===== src/rtl/bound_rr_sched.sv =====
// Round-robin scheduler sharing one registered clamp/ReLU stage among N_LANE
// accumulator+bias lanes, with a sticky saturation-event counter.
module bound_rr_sched #(
    parameter int N_LANE = 4,
    parameter int D_BW   = 8,
    parameter int AB_BW  = 21,
    parameter int CNT_BW = 16
) (
    input  logic                         clk,
    input  logic                         rst_n,
    input  logic                         i_relu_en,
    input  logic                         i_cnt_clr,
    input  logic [N_LANE-1:0]            i_req_valid,
    input  logic [N_LANE*AB_BW-1:0]      i_req_data,
    output logic [N_LANE-1:0]            o_req_ready,
    output logic                         o_valid,
    input  logic                         i_ready,
    output logic [D_BW-1:0]              o_data,
    output logic [$clog2(N_LANE)-1:0]    o_lane,
    output logic [CNT_BW-1:0]            o_sat_cnt
);

    localparam int LW = $clog2(N_LANE);
    localparam logic signed [AB_BW-1:0] D_MAX = {{(AB_BW-D_BW+1){1'b0}}, {(D_BW-1){1'b1}}};
    localparam logic signed [AB_BW-1:0] D_MIN = {{(AB_BW-D_BW+1){1'b1}}, {(D_BW-1){1'b0}}};

    logic [LW-1:0]           rr_ptr;
    logic [LW-1:0]           grant;
    logic                    any_valid;
    logic                    accept;
    logic                    xfer;
    logic signed [AB_BW-1:0] sel_data;
    logic [D_BW-1:0]         bounded;
    logic                    sat_hit;

    assign accept = ~o_valid | i_ready;
    assign xfer   = any_valid & accept;

    // Cyclic search from rr_ptr; the first valid lane found wins.
    always_comb begin
        int unsigned idx;
        idx       = 0;
        any_valid = 1'b0;
        grant     = '0;
        for (int unsigned i = 0; i < unsigned'(N_LANE); i++) begin
            idx = 32'(rr_ptr) + i;
            if (idx >= unsigned'(N_LANE)) idx = idx - unsigned'(N_LANE);
            if (!any_valid && i_req_valid[LW'(idx)]) begin
                any_valid = 1'b1;
                grant     = LW'(idx);
            end
        end
    end

    always_comb begin
        o_req_ready = '0;
        if (rst_n && xfer) o_req_ready[grant] = 1'b1;
    end

    assign sel_data = i_req_data[32'(grant)*AB_BW +: AB_BW];

    // Full-width signed compare; ReLU zeroing takes priority and is not a clamp event.
    always_comb begin
        sat_hit = 1'b0;
        bounded = sel_data[D_BW-1:0];
        if (i_relu_en && sel_data[AB_BW-1]) begin
            bounded = '0;
        end else if (sel_data > D_MAX) begin
            bounded = {1'b0, {(D_BW-1){1'b1}}};
            sat_hit = 1'b1;
        end else if (sel_data < D_MIN) begin
            bounded = {1'b1, {(D_BW-1){1'b0}}};
            sat_hit = 1'b1;
        end
    end

    always_ff @(posedge clk or negedge rst_n) begin
        if (!rst_n) begin
            o_valid <= 1'b0;
            o_data  <= '0;
            o_lane  <= '0;
            rr_ptr  <= '0;
        end else if (accept) begin
            if (any_valid) begin
                o_valid <= 1'b1;
                o_data  <= bounded;
                o_lane  <= grant;
                rr_ptr  <= (grant == LW'(N_LANE-1)) ? '0 : grant + 1'b1;
            end else begin
                o_valid <= 1'b0;
            end
        end
    end

    always_ff @(posedge clk or negedge rst_n) begin
        if (!rst_n) begin
            o_sat_cnt <= '0;
        end else if (i_cnt_clr) begin
            o_sat_cnt <= '0;
        end else if (xfer && sat_hit && (o_sat_cnt != '1)) begin
            o_sat_cnt <= o_sat_cnt + 1'b1;
        end
    end

endmodule


===== config.mk =====
export PLATFORM = sky130hd
export DESIGN_NAME = bound_rr_sched
export DESIGN_NICKNAME = d
export VERILOG_FILES = /design/src/rtl/bound_rr_sched.sv
export SDC_FILE = /design/constraint.sdc
export NUM_CORES = 1
export LEC_CHECK = 0
export CAP_MARGIN = 40
export CORE_ASPECT_RATIO = 0.5
export CORE_MARGIN = 4
export CORE_UTILIZATION = 42
export CTS_BUF_LIST = sky130_fd_sc_hd__clkbuf_16
export DETAILED_ROUTE_END_ITERATION = 8
export PLACE_DENSITY = 0.89
export SYNTH_ARGS = -nofsm -noshare
export SYNTH_HDL_FRONTEND = slang
export SYNTH_SLANG_ARGS = --single-unit

===== constraint.sdc =====
create_clock -name clk -period 3.5 [get_ports clk]
set_input_delay 0.875 -clock clk [delete_from_list [all_inputs] [get_ports clk]]
set_output_delay 0.875 -clock clk [all_outputs]
set_load 0.01 [all_outputs]

Word-level counts from Yosys, hierarchy flattened

Index checks and enable logic that the tools add are counted.

Register bits: 29
Word-level logic and storage cells: 79
Input bits: 93
Output and inout bits: 31

Multiply operators: 1
Equality and inequality tests: 2
Reductions and logical operators: 13
Shift-type cells: 1
Add/subtract/negate cells: 9
Order comparisons: 12
Bitwise operators: 3
Multiplexer cells: 33

Operators by type and width:

| cell                                                                                | count |
|---|---|
| 84-bit by 8-bit indexed part select with 21-bit output                              | 1 |
| 16-bit two-way mux                                                                  | 2 |
| 8-bit two-way mux                                                                   | 3 |
| 21-bit by 8-bit > comparator with 1-bit output, second input constant               | 1 |
| 21-bit by 8-bit < comparator with 1-bit output, second input constant               | 1 |
| 2-bit two-way mux                                                                   | 9 |
| 16-bit by 1-bit adder with 16-bit output, second input constant                     | 1 |
| 16-bit inequality test, second input constant                                       | 1 |
| 2-bit by 3-bit < comparator with 1-bit output, second input constant                | 5 |
| 1-bit two-way mux                                                                   | 13 |
| 3-bit greater-or-equal comparator, second input constant                            | 3 |
| 1-bit binary-select mux with 2-bit select                                           | 4 |
| 1-bit logical AND                                                                   | 8 |
| 2-bit by 1-bit subtractor with 2-bit output, second input constant                  | 4 |
| 2-bit by 5-bit multiplier with 7-bit output, second input constant                  | 1 |
| 2-bit by 2-bit adder with 3-bit output, second input constant                       | 2 |
| 4-bit two-way mux                                                                   | 1 |
| 2-bit by 1-bit adder with 3-bit output, second input constant                       | 1 |
| 2-bit by 3-bit greater-or-equal comparator with 1-bit output, second input constant | 1 |
| 1-bit zero test                                                                     | 3 |
| 2-bit by 1-bit adder with 2-bit output, second input constant                       | 1 |
| 1-bit demux with 2-bit select                                                       | 1 |
| 2-bit equality test, second input constant                                          | 1 |
| 2-bit by 1-bit greater-or-equal comparator with 1-bit output, second input constant | 1 |
| other kinds (5)                                                                     | 5 |

Depth between registers and ports, before layout

Depth after elaboration: 24
Mapped depth: 13
Depth with buffers taken out: 10

Least setup slack after synthesis

Ideal clock, no wire load.

Path type: in2reg
Start point: in i_req_valid[0]
End point: reg o_sat_cnt[9]
Arrival: 3255 ps
Data required time: 3373 ps
Path slack: 117 ps
Stages: 12
Buffers on the path: 3
Setup time: 127 ps
Path through: and2_4 > o211a_4 > nor2_2 > buf_6 > mux2i_1 > mux2i_1 > a221o_1 > a211o_1 > buf_4 > buf_6 > a21oi_2 > mux2_1

Longest elaborated chain between the ends: 21
Elaborated cells between the ends (all ways): 34
Those cells by class: 1 x mul; 2 x order compare; 1 x shift; 19 x mux; 1 x bitwise; 10 x reduce/logical

RTL lines:

| item                                                   | line | RTL |
|---|---|---|
| start: declaration                                     | 13   | `input logic [N_LANE-1:0] i_req_valid,` |
| 1-bit binary-select mux with 2-bit select              | 48   | `if (!any_valid && i_req_valid[LW'(idx)]) begin` |
| 1-bit two-way mux (not written as such)                | 48   |  |
| 1-bit two-way mux                                      | 48   |  |
| 1-bit zero test                                        | 48   |  |
| 1-bit logical AND                                      | 48   |  |
| 1-bit two-way mux                                      | 48   |  |
| 1-bit zero test                                        | 48   |  |
| 1-bit logical AND                                      | 48   |  |
| (+4 left out)                                          | n/a  |  |
| 2-bit by 5-bit multiplier with 7-bit output            | 60   | `assign sel_data = i_req_data[32'(grant)*AB_BW +: AB_BW];` |
| 84-bit by 8-bit indexed part select with 21-bit output | 60   |  |
| 21-bit by 8-bit < comparator with 1-bit output         | 71   | `end else if (sel_data < D_MIN) begin` |
| 1-bit two-way mux                                      | 71   |  |
| 1-bit two-way mux                                      | 68   | `end else if (sel_data > D_MAX) begin` |
| 1-bit two-way mux                                      | 66   | `if (i_relu_en && sel_data[AB_BW-1]) begin` |
| 1-bit logical AND (*) (2 in series)                    | 100  | `end else if (xfer && sat_hit && (o_sat_cnt != '1)) begin` |
| 2-bit nonzero test (no line) (*)                       | n/a  |  |
| end signal: assignment                                 | 101  | `o_sat_cnt <= o_sat_cnt + 1'b1;` |
| end: declaration                                       | 20   | `output logic [CNT_BW-1:0] o_sat_cnt` |

Every way passes the cells marked *; elsewhere a longest branch is shown, timed or not. The select of a mux whose other input is x is not followed.
A chain may end at the register's enable or synchronous reset.

Worst setup path after layout

Start point: in i_req_valid[0]
End point: reg o_sat_cnt[10]

Same word-level chain as after synthesis.

==> impl_metrics.tcl <==
set metrics [dict create \
    cts_inserted_buffers 5 \
    tritoncts_clock_tree "built" \
    dieWidth_um 119 \
    final_core_utilization 0.791 \
    globalRoute.busiestLayer "met2" \
    worst_r2r_startpoint "rr_ptr[1]" \
    start_util 0.453 \
    ys_async_sr_fraction 1.00 \
    mappedNetlistNets 437 \
    remaining_drc_errors 0 \
    dominantRegCellSynth "dfrtp_1" \
    path_class "primary input to flop" \
    layout_min_cycle_time_ps 3440 \
    regToRegEndpoint "o_sat_cnt[10]" \
    max_cap_viol_count 0 \
    fp.coreArea_um2 5730 \
    clock-root-buffer "clkbuf_16" \
    synth_top_area_share 0.280 \
    endpoint_kind "flop" \
    cts-root-to-sink-buffers 2 \
    filler_cell_count 387 \
    startpoint_type "primary input" \
    post-place-cells 563 \
    timing.max_slew.rel_slack 0.714 \
    synth.largest_area_cell "dfrtp_1" \
    place.detailed.hpwl_um 6800 \
    die_area_um2 7570 \
    antenna_left 0 \
    critPathArrivalTime_ps 3580 \
    final-hold-violation-count 0 \
    inserted_diodes 0 \
    maxClockFrequency_mhz 291 \
    synth_seq_area_share 0.280 \
    first_iter_violations 289 \
    initial_antenna_violation_count 0 \
    detail_route.wirelength_um 9620 \
    yosys-top-cells-area "dfrtp_1 (28%), nand3_1 (12%), nand2_1 (7.2%)" \
    run_status "finished clean" \
    io_buffer_count 123 \
    cp.required_ps 3640 \
    clock_sink_count 29 \
    cell_class_contributing_the_biggest_share_of_worst_path_delay "compound AO/OA/AOI/OAI gates" \
    fin_skew_ps 6.05 \
    placementRows 19 \
    grt_pass1_vias 2904 \
    route.vias.total 3180 \
    ir_worst_vdd_v 0.000282 \
    worst_setup_hold_path_clk_slew_ps 40 \
    ff2ff_setup_slack_ps 480 \
    pin_count 124 \
    first_pass_grt_wire_length_um 14100 \
    htree_levels 2 \
    fin_crit_sh 0.982 \
    critical_path_peak_fanout 7 \
    die_height_um 63.6 \
    timing.hold.worst.class "flop to flop" \
    critical-path-max-stage-delay_ps 360 \
    synthTopCellsByCount "nand3_1 (63), nand2_1 (50), dfrtp_1 (29)" \
    synthesis.area_um2 2590 \
    register_bit_total_from_synthesis 29 \
    cts.hold.buffers_added 0 \
    setup-tns-final_ps 0 \
    globalplace.congestion 0.843 \
    grt_remaining_overflow 0 \
    max_slew.worst_pin.slew_ps 428 \
    instances_no_fill 578 \
    p_leak_uw 0.00193 \
    synth_area_per_cell_um2 7.65 \
    drive_gt1_frac 0.217 \
    power_per_cell_area_nw_per_um2 457 \
    area.growth.synth_to_final_pct 74.7 \
    grt.met2_usage 0.382 \
    ys.warnings.count 0 \
    endpoint "o_sat_cnt[10]" \
    pins_over_slew_limit 0 \
    crit_slowest_cell "a211o_4" \
    yosys.cell_count.top_type "nand3_1" \
    crit_cells 12 \
    global_route_usage_over_all_layers 0.224 \
    grt_start_max_net_pins 31 \
    setup-violations-final 0 \
    use_met3 0.0331 \
    drt_first_pass_iters 5 \
    critical_path_buf_inv_count 3 \
    timing.critical_path.cells "dlygate4sd2_1, and2_4, o211a_4, nor2_4, buf_6, mux2i_4, mux2i_2, a221o_1, a211o_4, clkbuf_16, a21oi_2, mux2_4" \
    worst-r2r-cell-count 11 \
    finish.net_count 592 \
    post_synth_inst_count 339 \
    clk_latency_ps 270 \
    synth_enable_flop_cells 0 \
    wl_per_cell_um 16.6 \
    globalRouteMet1Util 0.300 \
    synth_cell_types 46 \
    vias_per_cell 5.50 \
    worst_setup_path_startpoint "i_req_valid[0]" \
]
## layout make-up
class	instances	area, µm²	share of cell area
Clock inverter	2	7.51	0.00166
Tap cell	84	105	0.0232
Timing Repair Buffer	172	1690	0.374
Sequential cell	29	726	0.160
Multi-Input combinational cell	283	1860	0.411
Clock buffer	5	125	0.0276
Inverter	3	11.3	0.00249
## worst reg2reg max path: stages (launching register included)
cell and delay, ps:
dfrtp_1 440, and2_4 180, o211a_4 260, nor2_4 160, buf_6 140, mux2i_4 250, mux2i_2 110, a221o_1 340
a211o_4 360, clkbuf_16 180, a21oi_2 150, mux2_4 320
## per-layer routing
metal	part of all wire	wire, µm	vias up
li1	-	-	1535
met4	0.016	157	0
met1	0.43	4110	1497
met3	0.065	626	14
met5	0	0	-
met2	0.49	4730	134
## cell usage in the layout, fill, tap and decap left out, drive strengths merged, types with 3 or more instances in the layout
cell type,count
o21ai,22
mux2i,4
clkdlybuf4s50,115
nand2,50
dfrtp,29
a21oi,17
nand4,8
inv,4
a22oi,5
nor2b,17
buf,48
nor2,19
mux2,14
nand2b,6
ha,5
nor4,3
clkbuf,7
clkdlybuf4s15,3
a31o,3
and2,4
a21o,8
a22o,7
nand3,63
a211oi,4
and3,8
## per-stage QoR
stage	power [µW]	hold WS [ps]	worst slack [ps]	area (µm²)
2_1_floorplan	1050	516	117	2590
4_1_cts	1950	508	3.74	4330
3_5_place_dp	1530	492	-499	4140
3_3_place_gp	1520	470	-370	4140
6_report	2070	507	62.5	4530
5_1_grt	2190	522	-24.6	4530
## power breakdown
| part | internal (µW) | total [µW] | switching (µW) |
|---|---|---|---|
| Combinational | 641 | 1260 | 617 |
| Clock | 252 | 379 | 127 |
| Sequential | 390 | 435 | 44.1 |
## worst min-delay path by stage
stage / start / end / slack [ps] / depth (start not counted)
global placement: o_lane[0] / o_lane[0] / 470 / 2
detailed placement: o_data[2] / o_data[2] / 490 / 1
floorplan: o_lane[0] / o_lane[0] / 520 / 2
CTS: o_lane[1] / o_lane[1] / 510 / 2
global route: o_data[3] / o_data[3] / 520 / 1
finish: o_data[2] / o_data[2] / 510 / 1
## registers in the layout, indices dropped and copies added (netlist names)
register	cells
o_lane	2
o_data	8
rr_ptr	2
o_valid	1
o_sat_cnt	16
## logic make-up after synthesis
logic type                 share of synthesized area
DFF                                            0.280
muxes                                         0.0762
buffers and inverters                         0.0555
and+or+nand+nor                                0.348
adders and majority gates                     0.0241
AOI/OAI and AO/OA                              0.216
## repair_timing
item | in CTS | in global routing
gates resized for setup | 22 | 31
pin swaps | 4 | 5
cloned | 0 | 2
hold endpoints to repair | 0 | 0
setup endpoints to repair | 18 | 19
setup buffers | 2 | 4
No activity file was read; power rests on OpenSTA's default activity.
